**src/rtl/ysyx_25040101_pkg.sv**
```systemverilog
// Shared constants and types for the writeback unit.
// Covers register-file geometry, the default starvation threshold and the result-source encoding.
package ysyx_25040101_pkg;
    localparam int XLEN           = 32;
    localparam int REG_AW         = 5;
    localparam int NREG           = 32;
    localparam int STARVE_MAX_DEF = 3;

    typedef enum logic [1:0] {
        SRC_NONE = 2'd0,
        SRC_ALU  = 2'd1,
        SRC_LSU  = 2'd2
    } src_e;
endpackage

```
**src/rtl/ysyx_25040101_scoreboard.sv**
```systemverilog
// Busy-register scoreboard: set on issue, clear on register-file write.
// Also provides the in-flight count and the RAW and WAW lookups.
module ysyx_25040101_scoreboard
    import ysyx_25040101_pkg::*;
(
    input  logic              clk,
    input  logic              rst_n,
    input  logic              set_en,
    input  logic [REG_AW-1:0] set_rd,
    input  logic              clr_en,
    input  logic [REG_AW-1:0] clr_rd,
    input  logic [REG_AW-1:0] issue_rd,
    input  logic [REG_AW-1:0] rs1_addr,
    input  logic [REG_AW-1:0] rs2_addr,
    output logic              issue_ready,
    output logic              raw_stall,
    output logic [NREG-1:0]   busy,
    output logic [REG_AW:0]   inflight
);
    logic [NREG-1:0] busy_q, set_mask, clr_mask;
    logic [REG_AW:0] inflight_q;
    logic            inc, dec;

    always_comb begin
        set_mask = '0;
        clr_mask = '0;
        if (set_en && set_rd != '0) set_mask[set_rd] = 1'b1;
        if (clr_en && clr_rd != '0) clr_mask[clr_rd] = 1'b1;
    end

    // Set wins over clear on the same bit, so count only the bits that really change.
    assign inc = |(set_mask & ~busy_q);
    assign dec = |(clr_mask & busy_q & ~set_mask);

    always_ff @(posedge clk or negedge rst_n) begin
        if (!rst_n) begin
            busy_q     <= '0;
            inflight_q <= '0;
        end else begin
            busy_q <= (busy_q & ~clr_mask) | set_mask;
            case ({inc, dec})
                2'b10:   inflight_q <= inflight_q + 1'b1;
                2'b01:   inflight_q <= inflight_q - 1'b1;
                default: inflight_q <= inflight_q;
            endcase
        end
    end

    assign issue_ready = !busy_q[issue_rd] || issue_rd == '0;
    assign raw_stall   = busy_q[rs1_addr] | busy_q[rs2_addr];
    assign busy        = busy_q;
    assign inflight    = inflight_q;
endmodule

```
**src/rtl/ysyx_25040101_wbu.sv**
```systemverilog
// Writeback unit: arbitrates ALU and LSU results onto the single register-file write port.
// LSU has priority unless the ALU has been starved for STARVE_MAX cycles.
module ysyx_25040101_wbu #(
    parameter int XLEN       = ysyx_25040101_pkg::XLEN,
    parameter int STARVE_MAX = ysyx_25040101_pkg::STARVE_MAX_DEF
) (
    input  logic                               clk,
    input  logic                               rst_n,
    input  logic                               issue_valid_i,
    input  logic [ysyx_25040101_pkg::REG_AW-1:0] issue_rd_i,
    output logic                               issue_ready_o,
    input  logic                               alu_valid_i,
    input  logic [ysyx_25040101_pkg::REG_AW-1:0] alu_rd_i,
    input  logic [XLEN-1:0]                    alu_data_i,
    output logic                               alu_ready_o,
    input  logic                               lsu_valid_i,
    input  logic [ysyx_25040101_pkg::REG_AW-1:0] lsu_rd_i,
    input  logic [XLEN-1:0]                    lsu_data_i,
    output logic                               lsu_ready_o,
    input  logic [ysyx_25040101_pkg::REG_AW-1:0] rs1_addr_i,
    input  logic [ysyx_25040101_pkg::REG_AW-1:0] rs2_addr_i,
    output logic                               raw_stall_o,
    output logic                               rd_wen_o,
    output logic [ysyx_25040101_pkg::REG_AW-1:0] rd_addr_o,
    output logic [XLEN-1:0]                    rd_data_o,
    output logic [ysyx_25040101_pkg::NREG-1:0] busy_o,
    output logic [ysyx_25040101_pkg::REG_AW:0] inflight_o
);
    import ysyx_25040101_pkg::*;

    localparam int SW = (STARVE_MAX < 1) ? 1 : $clog2(STARVE_MAX + 1);
    localparam logic [SW-1:0] STARVE_SAT = SW'(STARVE_MAX);

    logic [SW-1:0] starve;
    logic          sat, alu_hs, lsu_hs;
    src_e          grant;

    assign sat         = (starve == STARVE_SAT);
    assign lsu_ready_o = !(sat && alu_valid_i);
    assign alu_ready_o = !lsu_valid_i || sat;
    assign alu_hs      = alu_valid_i && alu_ready_o;
    assign lsu_hs      = lsu_valid_i && lsu_ready_o;

    // The ready equations make the two handshakes mutually exclusive.
    always_comb begin
        grant = SRC_NONE;
        if (alu_hs)      grant = SRC_ALU;
        else if (lsu_hs) grant = SRC_LSU;
    end

    always_ff @(posedge clk or negedge rst_n) begin
        if (!rst_n) begin
            starve <= '0;
        end else if (alu_hs) begin
            starve <= '0;
        end else if (alu_valid_i && !sat) begin
            starve <= starve + 1'b1;
        end
    end

    always_ff @(posedge clk or negedge rst_n) begin
        if (!rst_n) begin
            rd_wen_o  <= 1'b0;
            rd_addr_o <= '0;
            rd_data_o <= '0;
        end else begin
            case (grant)
                SRC_ALU: begin
                    rd_wen_o  <= (alu_rd_i != '0);
                    rd_addr_o <= alu_rd_i;
                    rd_data_o <= alu_data_i;
                end
                SRC_LSU: begin
                    rd_wen_o  <= (lsu_rd_i != '0);
                    rd_addr_o <= lsu_rd_i;
                    rd_data_o <= lsu_data_i;
                end
                default: rd_wen_o <= 1'b0;
            endcase
        end
    end

    // Busy clears on the same edge the register file captures the write.
    ysyx_25040101_scoreboard u_sb (
        .clk         (clk),
        .rst_n       (rst_n),
        .set_en      (issue_valid_i && issue_ready_o),
        .set_rd      (issue_rd_i),
        .clr_en      (rd_wen_o),
        .clr_rd      (rd_addr_o),
        .issue_rd    (issue_rd_i),
        .rs1_addr    (rs1_addr_i),
        .rs2_addr    (rs2_addr_i),
        .issue_ready (issue_ready_o),
        .raw_stall   (raw_stall_o),
        .busy        (busy_o),
        .inflight    (inflight_o)
    );
endmodule

```
**config.mk**
```make
export PLATFORM = sky130hd
export DESIGN_NAME = ysyx_25040101_wbu
export DESIGN_NICKNAME = d
export VERILOG_FILES = /design/src/rtl/ysyx_25040101_pkg.sv /design/src/rtl/ysyx_25040101_scoreboard.sv /design/src/rtl/ysyx_25040101_wbu.sv
export SDC_FILE = /design/constraint.sdc
export NUM_CORES = 1
export LEC_CHECK = 0
export ABC_AREA = 0
export CORE_MARGIN = 2
export CORE_UTILIZATION = 35
export DETAILED_ROUTE_END_ITERATION = 6
export GPL_TIMING_DRIVEN = 0
export HOLD_SLACK_MARGIN = 0.1
export PLACE_DENSITY_LB_ADDON = 0.15
export SYNTH_ARGS = -nofsm -noshare
export SYNTH_HDL_FRONTEND = slang
export SYNTH_SLANG_ARGS = --single-unit
```
**constraint.sdc**
```tcl
create_clock -name clk -period 5.92 [get_ports clk]
set_clock_uncertainty 0.15 [all_clocks]
set_input_delay 1.184 -clock clk [delete_from_list [all_inputs] [get_ports clk]]
set_output_delay 1.184 -clock clk [all_outputs]
set_load 0.01 [all_outputs]
```
# Word level (Yosys, flattened, before mapping)
# Index checks and enable logic that the tools add are counted.
[totals]
inputBits = 94
reg_bits = 78
word_cells = 74
[classes]
add_sub_neg = 3
reduce_logical = 25
n_eq_ne = 5
n_mux = 20
order_cmp = 6
bitwise = 9
[op_table]
columns = ["cell", "count"]
rows = [
  ["32-bit AND", 4],
  ["32-bit inverter", 3],
  ["32-bit two-way mux", 2],
  ["32-bit one-hot mux with 2 select lines", 1],
  ["32-bit OR reduction", 2],
  ["32-bit OR", 1],
  ["5-bit by 6-bit < comparator with 1-bit output, second input constant", 4],
  ["5-bit nonzero test", 4],
  ["1-bit binary-select mux with 5-bit select", 3],
  ["6-bit one-hot mux with 2 select lines", 1],
  ["1-bit demux with 5-bit select", 2],
  ["5-bit by 1-bit greater-or-equal comparator with 1-bit output, second input constant", 2],
  ["5-bit one-hot mux with 2 select lines", 1],
  ["1-bit logical AND", 9],
  ["2-bit two-way mux", 4],
  ["6-bit by 1-bit adder with 6-bit output, second input constant", 1],
  ["2-bit equality test, second input constant", 3],
  ["2-bit nonzero test", 3],
  ["6-bit by 1-bit subtractor with 6-bit output, second input constant", 1],
  ["5-bit zero test", 1],
  ["1-bit two-way mux", 5],
  ["2-bit by 1-bit equality test with 1-bit output, second input constant", 2],
  ["1-bit zero test", 4],
  ["2-bit by 1-bit adder with 2-bit output, second input constant", 1],
  ["3 further kinds", 4],
]

# Logic depth before layout (Yosys ltp)
[depth]
word_depth = 12
mapped_depth = 15
depth_no_buf = 13

# Hierarchy
# From an unflattened synthesis, not the netlist that was laid out.
[hier_totals]
cells_unflattened = 597
area_unflattened_um2 = 5569.1
[by_module_without_submodules]
columns = ["mod", "n_inst", "area_per_inst_um2", "cells_per_inst", "seq_area_each_um2"]
rows = [
  ["ysyx_25040101_scoreboard", 1, 3323.2, 374, 950.9],
  ["ysyx_25040101_wbu", 1, 2245.9, 223, 1001.0],
]

# Worst setup path before layout
# Ideal clock, no wire load.
[synth_path]
kind = "input port to output port"
start = "in rs2_addr_i[0] (netlist name)"
end = "out raw_stall_o"
n_path_buf = 1
stages = 4
t_arrival_ns = 2.733
slack_ns = 1.853
cell_sequence = "buf_2 -> mux4_2 -> mux4_2 -> a221o_1"
[synth_between]
elab_chain_len = 3
[synth_lines]
columns = ["element", "line_no", "source"]
rows = [
  ["from (decl)", "ysyx_25040101_wbu.sv:21", "input logic [ysyx_25040101_pkg::REG_AW-1:0] rs2_addr_i,"],
  ["1-bit binary-select mux with 5-bit select", "ysyx_25040101_scoreboard.sv:50", "assign raw_stall = busy_q[rs1_addr] | busy_q[rs2_addr];"],
  ["1-bit two-way mux (not written as such)", "ysyx_25040101_scoreboard.sv:50", ""],
  ["1-bit OR", "ysyx_25040101_scoreboard.sv:50", ""],
  ["to (decl)", "ysyx_25040101_wbu.sv:22", "output logic raw_stall_o,"],
]
# Every way passes these cells. The select of a mux whose other input is x is not followed.

# Worst setup path after layout
[layout_path]
start = "in issue_rd_i[0] (netlist name)"
end = "out issue_ready_o"
[layout_between]
elab_chain_len = 4
elab_cells_between_ends = 5
cone_classes = "mux: 2; reduce/logical: 3"
[layout_lines]
columns = ["element", "line_no", "source"]
rows = [
  ["from (decl)", "ysyx_25040101_wbu.sv:10", "input logic [ysyx_25040101_pkg::REG_AW-1:0] issue_rd_i,"],
  ["1-bit binary-select mux with 5-bit select", "ysyx_25040101_scoreboard.sv:49", "assign issue_ready = !busy_q[issue_rd] || issue_rd == '0;"],
  ["1-bit two-way mux (not written as such)", "ysyx_25040101_scoreboard.sv:49", ""],
  ["1-bit zero test", "ysyx_25040101_scoreboard.sv:49", ""],
  ["1-bit logical OR *", "ysyx_25040101_scoreboard.sv:49", ""],
  ["to (decl)", "ysyx_25040101_wbu.sv:11", "output logic issue_ready_o,"],
]
# Every way passes the cells marked *; elsewhere a longest branch is shown, timed or not. The select of a mux whose other input is x is not followed.

==> reports/results.ini <==
[global_route]
grt_max_degree=60
grtUsageTotal_pct=23.7
grtUsageMet2_pct=38.8
grt-busiest-layer=met2
antenna_found_initial=0
grt_pass1_wl_mm=29.9
use_met1_pct=30.4
globalRoute.totalOverflow=0
grt_pass1_vias=5627
grtUsageMet3_pct=7.19

[floorplan]
start_util_pct=35.6
die_x_um=125
boundaryPins=174
core_um2=14400
die_height_um=125
dieArea_um2=15700
std_cell_rows=44

[logic_synthesis]
syn_nets=658
synth.avg_cell_area_um2=9.22
synth_most_common_cell=dfrtp_1
ys_seq_elements=78
yosysWarnings=0
synth_edf_count=0
ys_types=58
synthFlopType=dfrtp_1
synth_common_cells=dfrtp_1 (78), o21ai_0 (47), nor2_1 (46), inv_1 (43), o22ai_1 (40)
synthCells=557
yosys.area.top_type_share_pct=38.0
yosysSeqAreaShare_pct=38.0
yosys.area.top_type=dfrtp_1
syn_area_um2=5130
synthTopCellsByArea=dfrtp_1 (38%), mux4_2 (7.9%), o22ai_1 (4.9%)
async_reset_ff_share_pct=100

[routing]
ant_nets=0
via_count=5399
drt-pass1-iter-count=5
initialDrtViolationCount=469
routed_wl_mm=18.6
wl_per_cell_um=20.0
drcViolationCount=0
vias_per_cell=5.83

[final_layout]
nNetsFinal=838
n_antenna_cell=0
syn_to_final_growth_pct=44.3
layout-drive-gt1-share_pct=10.4
fin_area_um2=7410

[worst_setup_path]
path_common_cell=clkdlybuf4s50_1
r2r_cells=12
critPathKind=primary input to output pin
slowest_delay_ps=560
crit_arrival_ps=3820
end_kind=output pin
worstPathRequired_ps=4590
slowest_stage=clkdlybuf4s50_1
setup.worst_path.start_class=primary input
critical_path.cell_chain=clkdlybuf4s50_1 -> buf_6 -> mux4_2 -> a32oi_1 -> nand4_2 -> a21oi_1 -> nand2b_1 -> clkdlybuf4s50_1
crit_fanout=10

[timing]
whs_ps=331
fmax_ghz=0.194
finalMaxSlewViolations=0
fin_crit_sh_pct=87.1
hold_viol=0
period_needed_ps=5150
rsz0062_at_grt=false
tightest_slew_ps=548
setup_tns_ps=0
setup_viol=0
slew_headroom_pct=63.5

[placed_design]
dp_hpwl_mm=13.9
io_buffers=168
place.gp.congestion=0.980
placed_area_um2=7070

[cts]
tritoncts=yes
post_cts_buffers=0
ctsHoldBuffers=0
ctsHtreeMaxLevel=3
numCtsBuffers=9
ctsResizeCount=0
cts-root-buf=clkbuf_16
numClockSinks=78
clk_latency_ps=340
clockBufferDepth=2
path_clk_slew_ps=60

[hold_path]
worst_hold_path.num_cells=1
hold_class=register to register

[run_status]
status=complete, no violations

[pwr]
ir_worst_vdd_mv=0.139
p_leak_nw=2.91
power_density_nw_per_um2=383
power_mw=2.84

[run]
maxCapViolations=0

==> cell usage in the layout (no fill, tap or decap), types with 4 or more instances in the layout <==
cell,n
nand2_1,23
dfrtp_1,78
o21ai_0,47
o21ai_2,7
o21ai_1,16
mux2i_1,7
clkdlybuf4s50_1,167
mux4_1,4
nand3_1,13
clkbuf_16,9
inv_1,43
mux4_2,18
a21oi_1,37
buf_1,6
a31oi_1,36
nor2b_1,7
nor3b_1,4
ha_1,6
clkbuf_8,6
or2_4,4
nor2_1,46
mux2_2,14
clkbuf_1,26
nand3b_1,8
buf_2,6
nand2b_1,8
o22ai_1,40
==> through the flow <==
stage / cells / worst slack, ps / utilization (%)
3_3_place_gp: 909 / 652 / 48.8
5_1_grt: 926 / 675 / 51.3
3_5_place_dp: 910 / 824 / 49.0
6_report: 926 / 765 / 51.3
4_1_cts: 926 / 788 / 51.3
2_1_floorplan: 557 / 1850 / -
==> critical path: cells and delay by family <==
kind	cells	cell delay [ps]
and+or+nand+nor	2	350
AOI/OAI and AO/OA	2	480
muxes	1	510
buffers and inverters	3	1290
==> flip-flops by register name, summed over array words and instances, names as in the netlist <==
signal         flops
rd_data_o         32
u_sb.busy         32
u_sb.inflight      6
rd_addr_o          5
starve             2
rd_wen_o           1
==> worst paths after layout <==
path | from | to | slack [ps]
setup reg to reg | rd_addr_o[3] | u_sb.inflight[5] | 2240
setup / recovery | issue_rd_i[0] | issue_ready_o | 770
hold / removal | u_sb.inflight[5] | u_sb.inflight[5] | 330
min in group asynchronous | rst_n | u_sb.inflight[5] | 580
max in group asynchronous | rst_n | starve[1] | 4450
hold reg to reg | u_sb.inflight[5] | u_sb.inflight[5] | 330
==> report_power, final <==
group	switching [mW]	leakage, nW	internal [mW]
Clock	0.222	0.166	0.404
Sequential	0.300	0.895	0.692
Combinational	0.531	1.85	0.687
==> logic make-up after synthesis <==
family          synth area share, %
buf+inv                        7.24
xor+xnor                      0.683
compound gates                 24.1
flops                          38.0
mux                            14.4
simple gates                   13.8
fa+ha+maj                      1.85
==> routing by layer <==
metal / vias up / wire (um)
li1: 2431 / -
met1: 2644 / 7710
met2: 290 / 8660
met3: 34 / 1760
met4: 0 / 439
met5: - / 0
==> cell type report <==
type	instances	area, um^2
Fill cell	1360	7020
Multi-Input combinational cell	394	2810
Sequential cell	78	1950
Timing Repair Buffer	169	1710
Clock buffer	13	270
Tap cell	184	230
Buffer	42	210
Inverter	43	161
Clock inverter	3	65.1
No activity file was read; power rests on OpenSTA's default activity.
